**src/rtl/rtc_calendar_core_if.sv**
```systemverilog
// Control/status bundle for rtc_calendar_core: set-mode controls in, BCD digits and pulses out.
// RTC_ALARM_EN adds alarm_sel/alarm_on inputs and the alarm output.
interface rtc_calendar_core_if;
    logic        run;
    logic [2:0]  set_sel;
    logic        inc;
    logic        disp_date;
    logic [23:0] digits;
    logic        tick_1hz;
    logic        chime;
`ifdef RTC_ALARM_EN
    logic        alarm_sel;
    logic        alarm_on;
    logic        alarm;

    modport master (output run, set_sel, inc, disp_date, alarm_sel, alarm_on,
                    input  digits, tick_1hz, chime, alarm);
    modport slave  (input  run, set_sel, inc, disp_date, alarm_sel, alarm_on,
                    output digits, tick_1hz, chime, alarm);
`else
    modport master (output run, set_sel, inc, disp_date,
                    input  digits, tick_1hz, chime);
    modport slave  (input  run, set_sel, inc, disp_date,
                    output digits, tick_1hz, chime);
`endif
endinterface

```
**src/rtl/rtc_calendar_core.sv**
```systemverilog
// Real-time clock/calendar with 1 Hz prescaler, set mode, Gregorian leap rule and hourly chime.
// Outputs are registered (1-cycle latency); optional alarm is enabled by defining RTC_ALARM_EN.
module rtc_calendar_core #(
    parameter int CLK_DIV    = 50_000_000,
    parameter int YEAR_BASE  = 2000,
    parameter int RESET_YEAR = 16
) (
    input  logic               clk,
    input  logic               rst,
    rtc_calendar_core_if.slave bus
);
    localparam int              CW      = $clog2(CLK_DIV);
    localparam logic [CW-1:0]   CNT_MAX = CW'(CLK_DIV - 1);

    logic [CW-1:0] cnt, cnt_n;
    logic [6:0]    sec, minute, hour, day, month, year;
    logic [6:0]    sec_n, minute_n, hour_n, day_n, month_n, year_n;
    logic          tick, set_inc;
    logic          tick_q, chime_q, chime_n;
    logic [23:0]   digits_q, digits_n;
`ifdef RTC_ALARM_EN
    logic [6:0]    alm_min, alm_hour, alm_min_n, alm_hour_n;
    logic [5:0]    alarm_cnt, alarm_cnt_n;
    logic          alarm_q, alarm_n;
`endif

    // Full year is kept at 16 bits so the century terms of the leap rule are exact.
    function automatic logic is_leap(input logic [6:0] yr);
        logic [15:0] y;
        y = 16'(YEAR_BASE) + {9'd0, yr};
        return ((y % 16'd4 == 16'd0) && (y % 16'd100 != 16'd0)) || (y % 16'd400 == 16'd0);
    endfunction

    function automatic logic [6:0] dim(input logic [6:0] mo, input logic [6:0] yr);
        case (mo)
            7'd4, 7'd6, 7'd9, 7'd11: dim = 7'd30;
            7'd2:                    dim = is_leap(yr) ? 7'd29 : 7'd28;
            default:                 dim = 7'd31;
        endcase
    endfunction

    function automatic logic [6:0] wrap_inc(input logic [6:0] v, input logic [6:0] top,
                                            input logic [6:0] lo);
        return (v >= top) ? lo : v + 7'd1;
    endfunction

    function automatic logic [7:0] to_bcd(input logic [6:0] v);
        return {4'(v / 7'd10), 4'(v % 7'd10)};
    endfunction

    assign tick    = bus.run && (cnt == CNT_MAX);
    assign set_inc = bus.inc && !bus.run;

    always_comb begin
        cnt_n    = bus.run ? ((cnt == CNT_MAX) ? '0 : cnt + CW'(1)) : '0;
        sec_n    = sec;
        minute_n = minute;
        hour_n   = hour;
        day_n    = day;
        month_n  = month;
        year_n   = year;
        chime_n  = chime_q;
`ifdef RTC_ALARM_EN
        alm_min_n  = alm_min;
        alm_hour_n = alm_hour;
`endif
        if (tick) begin
            // Each carry only fires when every lower field wraps in the same tick.
            sec_n = wrap_inc(sec, 7'd59, 7'd0);
            if (sec == 7'd59) begin
                minute_n = wrap_inc(minute, 7'd59, 7'd0);
                if (minute == 7'd59) begin
                    hour_n = wrap_inc(hour, 7'd23, 7'd0);
                    if (hour == 7'd23) begin
                        day_n = wrap_inc(day, dim(month, year), 7'd1);
                        if (day >= dim(month, year)) begin
                            month_n = wrap_inc(month, 7'd12, 7'd1);
                            if (month == 7'd12)
                                year_n = wrap_inc(year, 7'd99, 7'd0);
                        end
                    end
                end
            end
            chime_n = (sec_n == 7'd0) && (minute_n == 7'd0);
        end else if (set_inc) begin
            chime_n = 1'b0;
            case (bus.set_sel)
                3'd0: sec_n = wrap_inc(sec, 7'd59, 7'd0);
                3'd1: begin
`ifdef RTC_ALARM_EN
                    if (bus.alarm_sel) alm_min_n = wrap_inc(alm_min, 7'd59, 7'd0);
                    else               minute_n  = wrap_inc(minute, 7'd59, 7'd0);
`else
                    minute_n = wrap_inc(minute, 7'd59, 7'd0);
`endif
                end
                3'd2: begin
`ifdef RTC_ALARM_EN
                    if (bus.alarm_sel) alm_hour_n = wrap_inc(alm_hour, 7'd23, 7'd0);
                    else               hour_n     = wrap_inc(hour, 7'd23, 7'd0);
`else
                    hour_n = wrap_inc(hour, 7'd23, 7'd0);
`endif
                end
                3'd3: day_n = wrap_inc(day, dim(month, year), 7'd1);
                3'd4: begin
                    month_n = wrap_inc(month, 7'd12, 7'd1);
                    if (day > dim(month_n, year)) day_n = dim(month_n, year);
                end
                3'd5: begin
                    year_n = wrap_inc(year, 7'd99, 7'd0);
                    if (day > dim(month, year_n)) day_n = dim(month, year_n);
                end
                default: ;
            endcase
        end

        if (bus.disp_date)
            digits_n = {to_bcd(year), to_bcd(month), to_bcd(day)};
`ifdef RTC_ALARM_EN
        else if (bus.alarm_sel)
            digits_n = {to_bcd(alm_hour), to_bcd(alm_min), 8'h00};
`endif
        else
            digits_n = {to_bcd(hour), to_bcd(minute), to_bcd(sec)};
    end

`ifdef RTC_ALARM_EN
    // alarm_cnt counts ticks since the match; the 60th tick ends the alarm.
    always_comb begin
        alarm_n     = alarm_q;
        alarm_cnt_n = alarm_cnt;
        if (!bus.alarm_on) begin
            alarm_n     = 1'b0;
            alarm_cnt_n = '0;
        end else if (tick) begin
            if (hour_n == alm_hour && minute_n == alm_min && sec_n == 7'd0) begin
                alarm_n     = 1'b1;
                alarm_cnt_n = '0;
            end else if (alarm_q) begin
                alarm_n     = (alarm_cnt != 6'd59);
                alarm_cnt_n = (alarm_cnt == 6'd59) ? 6'd0 : alarm_cnt + 6'd1;
            end
        end
    end

    always_ff @(posedge clk or posedge rst) begin
        if (rst) begin
            alm_min   <= '0;
            alm_hour  <= '0;
            alarm_cnt <= '0;
            alarm_q   <= 1'b0;
        end else begin
            alm_min   <= alm_min_n;
            alm_hour  <= alm_hour_n;
            alarm_cnt <= alarm_cnt_n;
            alarm_q   <= alarm_n;
        end
    end

    assign bus.alarm = alarm_q;
`endif

    always_ff @(posedge clk or posedge rst) begin
        if (rst) begin
            cnt      <= '0;
            sec      <= 7'd0;
            minute   <= 7'd0;
            hour     <= 7'd0;
            day      <= 7'd1;
            month    <= 7'd1;
            year     <= 7'(RESET_YEAR);
            tick_q   <= 1'b0;
            chime_q  <= 1'b0;
            digits_q <= 24'h0;
        end else begin
            cnt      <= cnt_n;
            sec      <= sec_n;
            minute   <= minute_n;
            hour     <= hour_n;
            day      <= day_n;
            month    <= month_n;
            year     <= year_n;
            tick_q   <= tick;
            chime_q  <= chime_n;
            digits_q <= digits_n;
        end
    end

    assign bus.digits   = digits_q;
    assign bus.tick_1hz = tick_q;
    assign bus.chime    = chime_q;
endmodule

```
**src/flat_wrapper.sv**
```systemverilog
// flat-port wrapper written by rule: the top's interface ports become plain ports
module rtc_calendar_core_flat 
#(
    parameter int CLK_DIV    = 50_000_000,
    parameter int YEAR_BASE  = 2000,
    parameter int RESET_YEAR = 16
)
  (clk, rst, bus_run, bus_set_sel, bus_inc, bus_disp_date, bus_digits, bus_tick_1hz, bus_chime);
  rtc_calendar_core_if bus_i ();
  input  logic clk;
  input  logic rst;
  input wire logic [$bits(bus_i.run)-1:0] bus_run;
  input wire logic [$bits(bus_i.set_sel)-1:0] bus_set_sel;
  input wire logic [$bits(bus_i.inc)-1:0] bus_inc;
  input wire logic [$bits(bus_i.disp_date)-1:0] bus_disp_date;
  output wire logic [$bits(bus_i.digits)-1:0] bus_digits;
  output wire logic [$bits(bus_i.tick_1hz)-1:0] bus_tick_1hz;
  output wire logic [$bits(bus_i.chime)-1:0] bus_chime;
  assign bus_i.run = bus_run;
  assign bus_i.set_sel = bus_set_sel;
  assign bus_i.inc = bus_inc;
  assign bus_i.disp_date = bus_disp_date;
  assign bus_digits = bus_i.digits;
  assign bus_tick_1hz = bus_i.tick_1hz;
  assign bus_chime = bus_i.chime;
  rtc_calendar_core #(.CLK_DIV(CLK_DIV), .YEAR_BASE(YEAR_BASE), .RESET_YEAR(RESET_YEAR)) u_core (.clk(clk), .rst(rst), .bus(bus_i));
endmodule
```
**config.mk**
```make
export PLATFORM = sky130hd
export DESIGN_NAME = rtc_calendar_core_flat
export DESIGN_NICKNAME = d
export VERILOG_FILES = /design/src/rtl/rtc_calendar_core_if.sv /design/src/rtl/rtc_calendar_core.sv /design/src/flat_wrapper.sv
export SDC_FILE = /design/constraint.sdc
export NUM_CORES = 1
export LEC_CHECK = 0
export CAP_MARGIN = 10
export CORE_UTILIZATION = 35
export DETAILED_ROUTE_END_ITERATION = 10
export HOLD_SLACK_MARGIN = 0.05
export PLACE_DENSITY_LB_ADDON = 0.1
export SETUP_SLACK_MARGIN = 0.3
export SLEW_MARGIN = 10
export SYNTH_ARGS = -nofsm -noshare
export SYNTH_HDL_FRONTEND = slang
export SYNTH_SLANG_ARGS = --single-unit
export TNS_END_PERCENT = 50
```
**constraint.sdc**
```tcl
create_clock -name clk -period 11.8 [get_ports clk]
set_clock_uncertainty 0.2 [all_clocks]
set_input_delay 1.18 -clock clk [delete_from_list [all_inputs] [get_ports clk]]
set_output_delay 1.18 -clock clk [all_outputs]
set_load 0.02 [all_outputs]
```
==> metrics.csv <==
metric,value,unit
drt_iter0_markers,642,
power.switching,722.1,uW
ys_types,109,
synth_seq_cells,94,
yosysSeqAreaShare,22.39,%
critPathSlowestCell,or4_4,
dp_hpwl,22170,um
cp-end-kind,flop,
synth_cells,1375,
cpMostUsedCell,ha_1,
hp-start,u_core.cnt[0],
p_leak,0.004609,uW
ant_nets,0,
yosysWarnings,0,
cp-start-kind,flop,
nNetsFinal,1430,
whs_path_depth,1,
clkTransAtPathRegs,0.08,ns
fmax,0.09433,GHz
synth.most_common_cell,nand2_1,
fin_crit,10.60,ns
power_frac_comb,54.8,%
setup_violations,0,
worstMarginPinSlew,1.070,ns
crit_type,flop to flop,
status,"finished, final reports clean",
rows,63,
final_util,38.87,%
cts_made_buffers,9,
firstDrtPassIters,5,
die_x,175.4,um
switching_share,44.96,%
max_stage_delay,0.53,ns
worst_hold_slack,0.2893,ns
r2r_end,u_core.day[3],
cap_viol_max_count,0,
cts_sinks,94,
drt-wirelength-per-cell,16.51,um
placed_cell_area,11180,um^2
cts_tree,done,
seqPwrFrac,27.3,%
rsz0062_at_grt,false,
finalInstanceArea,11520,um^2
nFillCells,3131,
holdPathEnd,u_core.cnt[0],
routed_wl,29250,um
yosysTopAreaCell,dfrtp_1,
synth_area_leaders,"dfrtp_1, ha_1, nand2_1, nor2_1, o21ai_0",
cp_max_fo,16,
core,29640,um^2
syn-num-nets,1429,
crit_arrival,10.63,ns
via_count,10090,
worstReg2RegStart,u_core.year[1],
numPortBuffers,33,
ir_worst_vdd,80.27,uV
p_int,884.1,uW
crit_required,11.83,ns
r2r_setup_slack,1.20,ns
synthArstFlopShare,100.0,%
worstSkewPairLatency,0.35,ns
seq_area,2356,um^2
io_pins,34,
cts_buffer_depth,2,
netlist.area_leader.share,21.64,%
grt_max_degree,57,
slew_viol_final,0,
slew_headroom,28.02,%
fin_crit_sh,89.84,%
drive_above_1_share,8.327,%
overflow,0,
remaining_drc_errors,0,
worst_r2r_path_depth,43,
antenna_found_initial,0,
multi_input_area,7739,um^2
syn_area_per_cell,7.652,um^2
dieArea,30760,um^2
grt_usage,19.21,%
synth_area,10520,um^2
timing.setup.tns,0,ns
place.gp.congestion,0.9097,
synth_ff_type,dfrtp_1,
synth_edf_count,0,
hold_violations,0,
area_delta_synth_final,9.490,%
min_path_type,flop to flop,
num_antenna_cells,0,
viasPerCell,5.698,
powerDensity,139.4,nW/um^2
grt_pass1_vias,9553,
grt_pass1_wl,49090,um
clock-root-buffer,clkbuf_16,
synth_common_cells,"nand2_1, nor2_1, dfrtp_1, o21ai_0, a21oi_1",
htree_levels,3,
p_clk_share,17.9,%
start_util,35.50,%
chipHeight,175.4,um
-- stage by stage --
step / worst slack (ns) / power [uW] / cells
3_5_place_dp: 0.4547 / 1317 / 1752
2_1_floorplan: 1.807 / 1099 / 1375
4_1_cts: 0.4233 / 1617 / 1768
3_3_place_gp: 0.8343 / 1319 / 1752
5_1_grt: 0.3666 / 1750 / 1771
6_report: 1.199 / 1606 / 1771
-- power by group through the flow --
stage	Sequential (uW)	Clock [uW]	Combinational, uW
floorplan	445	0	654
global placement	443	0	876
detailed placement	444	0	873
CTS	438	301	878
global route	448	312	990
finish	438	288	880
-- cell type report --
| class | instances | area share [%] |
|---|---|---|
| Clock buffer | 9 | 1.955 |
| Multi-Input combinational cell | 1168 | 67.18 |
| Tap cell | 390 | 4.236 |
| Sequential cell | 94 | 20.45 |
| Timing Repair Buffer | 46 | 3.715 |
| Clock inverter | 7 | 0.5648 |
| Inverter | 57 | 1.901 |
-- cells by family (layout without fill, tap and decap cells) --
logic type | after synthesis | count (layout) | share of synthesized area, %
simple gates | 562 | 562 | 26.55
flops | 94 | 94 | 22.39
fa+ha+maj | 48 | 48 | 5.661
xor+xnor | 74 | 74 | 6.303
mux | 65 | 65 | 6.564
compound gates | 419 | 419 | 28.17
buf+inv | 113 | 119 | 4.352
-- state kept, by name (all words and copies together), names as in the netlist --
register             flops
u_core.minute            7
u_core.hour              7
u_core.day               7
u_core.bus.tick_1hz      1
u_core.bus.chime         1
u_core.sec               7
u_core.year              7
u_core.cnt              26
u_core.month             7
u_core.bus.digits       24
-- worst max-delay path: cells and delay by family (launching register included) --
kind / cells / cell delay [ns]
AO/OA/AOI/OAI: 21 / 3.93
adder cells (fa/ha/maj): 6 / 2.04
AND/OR/NAND/NOR: 8 / 1.98
buffers and inverters: 6 / 1.17
flip-flops: 1 / 0.50
multiplexers: 1 / 0.42
XOR/XNOR: 1 / 0.22
-- layer usage --
layer | track usage [%] | up-vias | part of all wire (%) | wire [um]
met5 | 0 | - | 0 | 0
met2 | 32.31 | 200 | 46 | 13570
met3 | 1.775 | 18 | 3.1 | 917
met4 | 4.275 | 0 | 1.0 | 304
met1 | 26.53 | 4784 | 49 | 14450
li1 | - | 5089 | - | -
-- placed cells by master, fill, tap and decap left out, drive strengths merged, types with 15 or more instances in the layout --
master         instances
nand2                147
nor2                 141
o21ai                 98
dfrtp                 91
a21oi                 84
nand3                 56
inv                   54
xnor2                 49
nor3                  47
ha                    46
mux2i                 43
clkdlybuf4s50         33
nand2b                30
a31oi                 26
xor2                  25
o31ai                 22
mux2                  22
o211ai                21
nor2b                 20
a21o                  18
a211oi                18
or3                   17
and3                  16
and2                  15
-- how the worst max path moves through the flow --
stage                               from            end  slack, ns  cells past startpoint
after floorplan           u_core.year[4]  u_core.day[1]       1.81                     45
after global placement    u_core.year[4]  u_core.day[2]       0.83                     42
after detailed placement  u_core.year[1]  u_core.day[4]       0.45                     41
after CTS                 u_core.year[1]  u_core.day[4]       0.42                     41
after global routing      u_core.year[1]  u_core.day[0]       0.37                     44
final                     u_core.year[1]  u_core.day[3]       1.20                     43
-- what timing repair did --
action,CTS,global route
buffers inserted,0,3
setup endpoints to repair,0,7
gates resized for setup,0,5
hold buffers,0,0
(Power assumes the default switching activity.)
